File: config.mk
export PLATFORM = sky130hd
export DESIGN_NAME = shared_reg_arbiter
export DESIGN_NICKNAME = d
export VERILOG_FILES = /design/src/rtl/shared_reg_pkg.sv /design/src/rtl/rr_pick.sv /design/src/rtl/shared_reg_dreg.sv /design/src/rtl/shared_reg_arbiter.sv
export SDC_FILE = /design/constraint.sdc
export NUM_CORES = 1
export LEC_CHECK = 0
export BUFFER_PORTS_ARGS = -buffer_cell sky130_fd_sc_hd__clkbuf_2
export CAP_MARGIN = 10
export CORE_UTILIZATION = 50
export CTS_CLUSTER_SIZE = 25
export DETAILED_ROUTE_END_ITERATION = 16
export PLACE_DENSITY = 0.77
export SLEW_MARGIN = 20
export SYNTH_ARGS = -nofsm -noshare
export SYNTH_HDL_FRONTEND = slang
export SYNTH_HIERARCHICAL = 1
export SYNTH_SLANG_ARGS = --single-unit
File: constraint.sdc
create_clock -name clk -period 3.52 [get_ports clk]
set_clock_uncertainty 0.2 [all_clocks]
set_input_delay 0.352 -clock clk [delete_from_list [all_inputs] [get_ports clk]]
set_output_delay 0.352 -clock clk [all_outputs]
set_load 0.05 [all_outputs]
File: src/rtl/shared_reg_pkg.sv
// Shared types and default sizes for the shared-register arbiter.
package shared_reg_pkg;

  localparam int unsigned N_REQ_DEF = 4;
  localparam int unsigned WIDTH_DEF = 8;
  localparam int unsigned CNT_W     = 8;

  typedef enum logic {
    IDLE  = 1'b0,
    WRITE = 1'b1
  } state_t;

endpackage

File: src/rtl/rr_pick.sv
// Round-robin winner select: first set req bit scanning upward from ptr, wrapping.
module rr_pick #(
  parameter int unsigned N_REQ = 4,
  parameter int unsigned PTR_W = 2
) (
  input  logic [N_REQ-1:0] req,
  input  logic [PTR_W-1:0] ptr,
  output logic [N_REQ-1:0] winner,
  output logic             valid
);

  logic             found;
  logic [PTR_W-1:0] idx;

  // Scan N_REQ positions starting at ptr; the first hit wins.
  always_comb begin
    winner = '0;
    found  = 1'b0;
    idx    = '0;
    for (int unsigned k = 0; k < N_REQ; k++) begin
      idx = PTR_W'((32'(ptr) + k) % N_REQ);
      if (!found && req[idx]) begin
        winner[idx] = 1'b1;
        found       = 1'b1;
      end
    end
  end

  assign valid = |req;

endmodule

File: src/rtl/shared_reg_dreg.sv
// WIDTH-bit D-register holding q and its complement, async active-low clear.
module shared_reg_dreg #(
  parameter int unsigned WIDTH = 8
) (
  input  logic             clk,
  input  logic             rst_n,
  input  logic             en,
  input  logic [WIDTH-1:0] d,
  output logic [WIDTH-1:0] q,
  output logic [WIDTH-1:0] qbar
);

  // Load d and ~d together so qbar is always the exact complement of q.
  always_ff @(posedge clk or negedge rst_n) begin
    if (!rst_n) begin
      q    <= '0;
      qbar <= '1;
    end else if (en) begin
      q    <= d;
      qbar <= ~d;
    end
  end

endmodule

File: src/rtl/shared_reg_arbiter.sv
// Round-robin arbiter granting one requester per cycle write access to a shared register.
module shared_reg_arbiter
  import shared_reg_pkg::*;
#(
  parameter int unsigned N_REQ = N_REQ_DEF,
  parameter int unsigned WIDTH = WIDTH_DEF
) (
  input  logic                   clk,
  input  logic                   rst_n,
  input  logic [N_REQ-1:0]       req,
  input  logic [N_REQ*WIDTH-1:0] wdata,
  output logic [N_REQ-1:0]       gnt,
  output logic [WIDTH-1:0]       q,
  output logic [WIDTH-1:0]       qbar,
  output logic                   busy,
  output logic [CNT_W-1:0]       wr_count
);

  localparam int unsigned PTR_W = (N_REQ > 1) ? $clog2(N_REQ) : 1;

  state_t           state;
  logic [PTR_W-1:0] ptr;
  logic [PTR_W-1:0] gnt_idx_c;
  logic [PTR_W-1:0] arb_ptr_c;
  logic [WIDTH-1:0] wsel_c;
  logic [N_REQ-1:0] pick_c;
  logic             pick_valid_c;
  logic             wr_en_c;

  // Decode the granted index and mux out that requester's write data.
  always_comb begin
    gnt_idx_c = '0;
    wsel_c    = '0;
    for (int unsigned i = 0; i < N_REQ; i++) begin
      if (gnt[i]) begin
        gnt_idx_c = PTR_W'(i);
        wsel_c    = wdata[i*WIDTH +: WIDTH];
      end
    end
  end

  // A write in flight moves priority to the requester after the current winner.
  always_comb begin
    arb_ptr_c = ptr;
    if (state == WRITE) begin
      arb_ptr_c = PTR_W'((32'(gnt_idx_c) + 32'd1) % N_REQ);
    end
  end

  assign wr_en_c = (state == WRITE);
  assign busy    = (state == WRITE);

  rr_pick #(
    .N_REQ (N_REQ),
    .PTR_W (PTR_W)
  ) u_rr_pick (
    .req    (req),
    .ptr    (arb_ptr_c),
    .winner (pick_c),
    .valid  (pick_valid_c)
  );

  shared_reg_dreg #(
    .WIDTH (WIDTH)
  ) u_dreg (
    .clk   (clk),
    .rst_n (rst_n),
    .en    (wr_en_c),
    .d     (wsel_c),
    .q     (q),
    .qbar  (qbar)
  );

  // FSM, grant register, round-robin pointer and completed-write counter.
  always_ff @(posedge clk or negedge rst_n) begin
    if (!rst_n) begin
      state    <= IDLE;
      gnt      <= '0;
      ptr      <= '0;
      wr_count <= '0;
    end else begin
      if (state == WRITE) begin
        ptr      <= arb_ptr_c;
        wr_count <= wr_count + CNT_W'(1);
      end
      if (pick_valid_c) begin
        state <= WRITE;
        gnt   <= pick_c;
      end else begin
        state <= IDLE;
        gnt   <= '0;
      end
    end
  end

endmodule

==> summary.txt, run 1 <==
Run status
  – Run status: completed

STA
  – Max Fclk: 340 MHz
  – Hold Fails Final Rpt: 0
  – Final Setup Violations: 0
  – Slew Viols, Final: 0
  – Final critical path time including I/O delays and setup: 2.94 ns
  – Period utilization: 0.837
  – Max transition margin: 0.493
  – Total negative slack: 0 ns
  – Transition time at the pin with the least slew margin: 0.761 ns
  – Setup repair after global routing missed its margin: no

Detailed routing
  – Post-detailed-routing wire length: 3.85 mm
  – Remaining number of nets flagged by the antenna check after routing: 0
  – Number of vias per cell: 5.20
  – WL per Instance: 13.6 um
  – Remaining design rule violation count: 0
  – Router iterations before antenna repair: 4
  – First DRT Iteration DRCs: 35
  – Vias: 1476

GRT
  – Initial antenna violation count: 0
  – First-pass GRT wire length: 6.29 mm
  – Met1 track utilization from global routing: 0.240
  – M2 GR Usage: 0.332
  – Busiest layer in global routing: met2
  – Met3 Usage GRT: 0.0707
  – GRT Overall Usage: 0.203
  – Via count of the first global-routing pass: 1422
  – Total overflow reported by the global router: 0
  – Largest net degree at the start of global routing: 32

Worst setup path
  – Element type at the critical path end: register
  – Standard cell with the maximum stage delay on the critical path: sky130_fd_sc_hd__dfrtp_1
  – Worst Path Buf+Inv: 1
  – Maximum fanout count along the critical path: 19
  – Ordered list of cells on the worst path: nor2_1, mux2_2, inv_1, ha_1, mux4_2, nor4b_4, nand2_1, o211ai_1, and2_1
  – Critical path data arrival time: 2.97 ns
  – Gate family responsible for the most delay along the worst path: multiplexers
  – Crit start category: register
  – Required time of the critical path: 3.54 ns
  – Reg2Reg Setup Slack: 0.58 ns
  – WS Path Type: register to register
  – Crit path largest cell delay: 0.71 ns

CTS
  – CTS clock-pin slew for the worst setup and hold paths: 0.07 ns
  – Number of sinks on the clock net: 31
  – Inserted Clock Buffers: 5
  – Clk Latency, worst-skew pair: 0.28 ns
  – Maximum root-to-sink buffer count: 2
  – Clock H-tree levels: 2
  – Hold Buf Count CTS: 1
  – Post-cts repair resize count: 0
  – CTS tree: yes
  – Clock tree root driver cell: sky130_fd_sc_hd__clkbuf_8
  – Number of setup buffers added after CTS: 0

Die
  – Top-level port count: 67
  – Starting density of the core: 0.544
  – Total die area: 0.00403 mm2
  – Core Area: 0.00347 mm2
  – Overall die height: 63.5 um
  – Row Count: 21
  – X dimension of the die: 63.5 um

Finish
  – Antenna diode count: 0
  – Synth-to-layout area growth: 23.1%
  – Fraction of layout cells with a size suffix above 1: 0.445
  – Post-route core utilization: 0.670
  – Commonest cells after routing, fill and taps aside: sky130_fd_sc_hd__clkbuf_2, sky130_fd_sc_hd__dfrtp_1, sky130_fd_sc_hd__inv_1
  – Most frequent standard cell in the layout excluding fill and tap cells: sky130_fd_sc_hd__clkbuf_2
  – Total number of nets in the final design: 282

Job
  – Max Cap Violations: 0

Logic synthesis
  – Library cells used by synthesis: 31
  – Post-Synthesis Cells: 169
  – Count of flip-flops with a built-in enable after synthesis: 0
  – Post-synthesis register bit count: 31
  – Syn Nets: 214
  – Netlist Area Pre-Place: 0.00189 mm2
  – Synthesized area divided by synthesized cell count: 11.2 um2
  – Cells taking the most area after synthesis: sky130_fd_sc_hd__dfrtp_1, sky130_fd_sc_hd__dfstp_2, sky130_fd_sc_hd__mux2_2
  – Post-synth top area share: 0.305
  – Asr flop ratio synth: 1.00
  – Dominant register cell in the synthesized netlist: sky130_fd_sc_hd__dfrtp_1
  – Sequential-to-total area share from yosys stat: 0.416
  – Top cell type by total area after synthesis: sky130_fd_sc_hd__dfrtp_1
  – Synth Warn #: 6

Worst hold path
  – Worst min-delay path category: input pin to register

Placed design
  – Count of buffers inserted at the top-level ports: 66
  – HPWL after detailed placement: 2.80 mm
  – Weighted congestion at the end of routability-driven global placement: 0.750
==> state kept, by name, indices dropped and copies added (netlist names) <==
name         flops
u_dreg/qbar      8
busy             1
ptr              2
gnt              4
u_dreg/q         8
wr_count         8
==> final cells by class <==
class / instances / area [um2]
sequential: 31 / 786
tap: 46 / 57.6
timing repair buffer: 70 / 363
fill: 284 / 1140
inverter: 21 / 78.8
multi-input combinational: 108 / 922
clock inverter: 2 / 35.0
clock buffer: 6 / 82.6
==> layer usage <==
layer / wire [um] / share of wire
met4: 63 / 0.016
met3: 248 / 0.064
met5: 0 / 0
met2: 1880 / 0.49
met1: 1660 / 0.43
==> cell families after synthesis <==
| group | after synthesis | synth area share |
|---|---|---|
| adder cells (fa/ha/maj) | 7 | 0.0464 |
| AO/OA/AOI/OAI | 28 | 0.103 |
| multiplexers | 25 | 0.176 |
| XOR/XNOR | 7 | 0.0325 |
| buffers and inverters | 30 | 0.0954 |
| AND/OR/NAND/NOR | 41 | 0.131 |
| flip-flops | 31 | 0.416 |
==> worst reg2reg max path: stages (launching register included) <==
cell and delay, ns:
sky130_fd_sc_hd__dfrtp_1 0.71, sky130_fd_sc_hd__nor2_1 0.15, sky130_fd_sc_hd__mux2_2 0.39, sky130_fd_sc_hd__inv_1 0.13, sky130_fd_sc_hd__ha_1 0.26, sky130_fd_sc_hd__mux4_2 0.38
sky130_fd_sc_hd__nor4b_4 0.36, sky130_fd_sc_hd__nand2_1 0.10, sky130_fd_sc_hd__o211ai_1 0.08, sky130_fd_sc_hd__and2_1 0.14
==> worst paths after layout <==
check	cells after the start	startpoint	endpoint
max	9	gnt[3]	gnt[2]
min	2	req[1]	busy
max reg2reg	9	gnt[3]	gnt[2]
min reg2reg	2	u_dreg/qbar[1]	u_dreg/qbar[1]
max in group asynchronous	2	rst_n	u_dreg/q[5]
min in group asynchronous	2	rst_n	u_dreg/q[0]
==> Yosys cell counts, types with 2 or more instances <==
cell / instances
sky130_fd_sc_hd__mux2i_1: 8
sky130_fd_sc_hd__ha_1: 7
sky130_fd_sc_hd__and3_1: 2
sky130_fd_sc_hd__o211ai_1: 4
sky130_fd_sc_hd__buf_4: 2
sky130_fd_sc_hd__buf_6: 3
sky130_fd_sc_hd__a21oi_1: 12
sky130_fd_sc_hd__a21o_2: 4
sky130_fd_sc_hd__nand4_1: 3
sky130_fd_sc_hd__mux4_2: 2
sky130_fd_sc_hd__nor2_1: 4
sky130_fd_sc_hd__nand2_1: 16
sky130_fd_sc_hd__mux2_4: 2
sky130_fd_sc_hd__and2_1: 4
sky130_fd_sc_hd__inv_1: 21
sky130_fd_sc_hd__dfstp_2: 8
sky130_fd_sc_hd__nor2b_1: 2
sky130_fd_sc_hd__dfrtp_1: 23
sky130_fd_sc_hd__clkbuf_8: 2
sky130_fd_sc_hd__a32oi_1: 7
sky130_fd_sc_hd__mux4_1: 2
sky130_fd_sc_hd__mux2_2: 11
sky130_fd_sc_hd__nand3b_1: 7
sky130_fd_sc_hd__xnor2_1: 6
==> stage by stage <==
step / hold WS, ns / std cells / setup slack, ns / instance area (um2)
global placement: 0.253 / 275 / 0.681 / 2200
CTS: 0.210 / 284 / 0.578 / 2320
finish: 0.222 / 284 / 0.575 / 2320
detailed placement: 0.253 / 275 / 0.607 / 2200
floorplan: -0.144 / 169 / 0.550 / 1890
global route: 0.226 / 284 / 0.365 / 2320
Power of run 1 is not shown: default switching activity piles up to over one toggle a cycle in this logic, so the estimate is an artifact.
==> run 2: changes to the inputs <==
==> constraint.sdc (replaced) <==
create_clock -name clk -period 3.1 [get_ports clk]
set_clock_uncertainty 0.2 [all_clocks]
set_input_delay 0.31 -clock clk [delete_from_list [all_inputs] [get_ports clk]]
set_output_delay 0.31 -clock clk [all_outputs]
set_load 0.05 [all_outputs]
==> run 2 against run 1 <==
Global-route usage up 0.42 points. Non-clock buffer count increased by 2. Sequential share of layout area shrank 0.22 points. Worst hold slack got worse by 0.034 ns. Flip-flop and latch count is the same. Worst setup slack got worse by 0.29 ns. First-iteration DRC count rose by 37%. Critical path type unchanged.
==> summary.txt, run 2 (synthesis gave the netlist of run 1 again) <==
CTS
  – Number of setup buffers added after CTS: 0 (unchanged)
  – Hold Buf Count CTS: 1 (unchanged)
  – Clock H-tree levels: 2 (unchanged)
  – Maximum root-to-sink buffer count: 2 (unchanged)
  – Number of sinks on the clock net: 31 (unchanged)
  – Clk Latency, worst-skew pair: 0.28 ns (about the same)
  – CTS clock-pin slew for the worst setup and hold paths: 0.06 ns (about the same)
  – CTS tree: yes
  – Inserted Clock Buffers: 5 (unchanged)
  – Clock tree root driver cell: sky130_fd_sc_hd__clkbuf_8
  – Post-cts repair resize count: 0 (unchanged)

Worst setup path
  – Worst R2R End: gnt[2]
  – Element type at the critical path end: register
  – WS Path Type: register to register
  – Startpoint of the worst register-to-register path: gnt[2]
  – Crit start category: register
  – Reg2Reg Setup Slack: 0.28 ns (-0.29 ns)
  – Start point of the critical path: gnt[2]
  – Reg2Reg Depth: 10 (+1)
  – Critical path data arrival time: 2.84 ns (-0.13 ns)
  – Required time of the critical path: 3.12 ns (-0.42 ns)
  – Maximum fanout count along the critical path: 8 (-11)

Placed design
  – HPWL after detailed placement: 2.94 mm (+4.9%)
  – Count of buffers inserted at the top-level ports: 66 (unchanged)
  – Instance area at placement: 0.00221 mm2 (+0.68%)
  – Weighted congestion at the end of routability-driven global placement: 0.875 (+17%)

Detailed routing
  – Vias: 1474 (-0.14%)
  – Router iterations before antenna repair: 4 (unchanged)
  – Remaining design rule violation count: 0 (unchanged)
  – Remaining number of nets flagged by the antenna check after routing: 0 (unchanged)
  – Post-detailed-routing wire length: 3.93 mm (+2.1%)
  – Number of vias per cell: 5.15 (-0.83%)
  – First DRT Iteration DRCs: 48 (+37%)
  – WL per Instance: 13.8 um (+1.4%)

STA
  – Final critical path time including I/O delays and setup: 2.82 ns (-0.126 ns)
  – Slew Viols, Final: 0 (unchanged)
  – Transition time at the pin with the least slew margin: 0.734 ns (-0.0267 ns)
  – Total negative slack: 0 ns (unchanged)
  – Period utilization: 0.909 (+0.0728)
  – Setup repair after global routing missed its margin: no
  – Final Setup Violations: 0 (unchanged)
  – Hold Fails Final Rpt: 0 (unchanged)
  – Max Fclk: 355 MHz (+4.5%)
  – Max transition margin: 0.511 (+0.0178)

Worst hold path
  – Worst min-delay path category: input pin to register
  – Cells on Worst Hold Path: 4 (+2)
  – Origin of the worst min-delay path: wdata[27]
  – End of the worst hold path: u_dreg/qbar[3]

Die
  – Top-level port count: 67 (unchanged)
  – Total die area: 0.00403 mm2 (unchanged)
  – Core Area: 0.00347 mm2 (unchanged)
  – Overall die height: 63.5 um (unchanged)
  – Starting density of the core: 0.544 (unchanged)
  – X dimension of the die: 63.5 um (unchanged)
  – Row Count: 21 (unchanged)

Run status
  – Run status: completed

Job
  – Max Cap Violations: 0 (unchanged)

Finish
  – Combined area of the multi-input logic cells: 922 um2 (unchanged)
  – Commonest cells after routing, fill and taps aside: sky130_fd_sc_hd__clkbuf_2, sky130_fd_sc_hd__dfrtp_1, sky130_fd_sc_hd__inv_1
  – Post-layout instance area: 0.00234 mm2 (+0.65%)
  – Biggest registers after layout: u_dreg/q (8), u_dreg/qbar (8), wr_count (8)
  – Fraction of layout cells with a size suffix above 1: 0.450 (+0.00462)
  – Number of fill cells in the layout: 289 (+1.8%)
  – Most frequent standard cell in the layout excluding fill and tap cells: sky130_fd_sc_hd__clkbuf_2
  – Total number of nets in the final design: 284 (+0.71%)
  – Antenna diode count: 0 (unchanged)
  – Synth-to-layout area growth: 23.9%
  – Storage cell area: 786 um2 (unchanged)

GRT
  – Largest net degree at the start of global routing: 32 (unchanged)
  – Total overflow reported by the global router: 0 (unchanged)
  – First-pass GRT wire length: 6.38 mm (+1.5%)
  – Via count of the first global-routing pass: 1409 (-0.91%)
  – Initial antenna violation count: 0 (unchanged)
  – GRT Overall Usage: 0.207 (+0.00418)
[run 2: changes by cell type in the layout (fill, tap and decap cells not counted), sizes merged]
cell,change
buf,+2
[run 2: worst max-delay path: stages, from the launching register on]
cell and delay (ns):
sky130_fd_sc_hd__dfrtp_1 0.44, sky130_fd_sc_hd__nor2b_1 0.18, sky130_fd_sc_hd__nor2_1 0.07, sky130_fd_sc_hd__mux2_2 0.37, sky130_fd_sc_hd__inv_1 0.14, sky130_fd_sc_hd__ha_1 0.26, sky130_fd_sc_hd__mux4_2 0.38, sky130_fd_sc_hd__nor4b_4 0.38
sky130_fd_sc_hd__nand2_1 0.11, sky130_fd_sc_hd__o211ai_1 0.09, sky130_fd_sc_hd__and2_1 0.14
[run 2: worst max path at each step]
stage                     slack, ns  depth (start not counted)  endpoint
final                          0.28                         10    gnt[2]
after global routing           0.09                         10    gnt[2]
after CTS                      0.30                         10    gnt[2]
after detailed placement       0.33                         10    gnt[1]
after global placement         0.42                         10    gnt[1]
after floorplan                0.13                         11    gnt[1]
[run 2: cell type report]
type,count,share of cell area
Clock inverter,2,0.0150
Clock buffer,6,0.0353
Tap cell,46,0.0246
Sequential cell,31,0.336
Timing Repair Buffer,72,0.161
Multi-Input combinational cell,108,0.394
Inverter,21,0.0337
[run 2: metal layers]
metal	part of all wire	wire, um	global-route usage	up-vias
li1	-	-	-	728
met1	0.44	1740	0.259	687
met2	0.49	1930	0.355	55
met3	0.059	234	0.0562	4
met4	0.0076	30	0.0426	0
met5	0	0	0	-
[run 2: stage by stage]
step | setup slack (ns) | hold WS [ns] | util | instances
2_1_floorplan | 0.130 | -0.186 | - | 169
3_3_place_gp | 0.421 | 0.212 | 0.638 | 277
3_5_place_dp | 0.329 | 0.214 | 0.638 | 277
4_1_cts | 0.297 | 0.185 | 0.675 | 286
5_1_grt | 0.0920 | 0.205 | 0.675 | 286
6_report | 0.281 | 0.189 | 0.675 | 286
Power of run 2 is left out for the same reason.
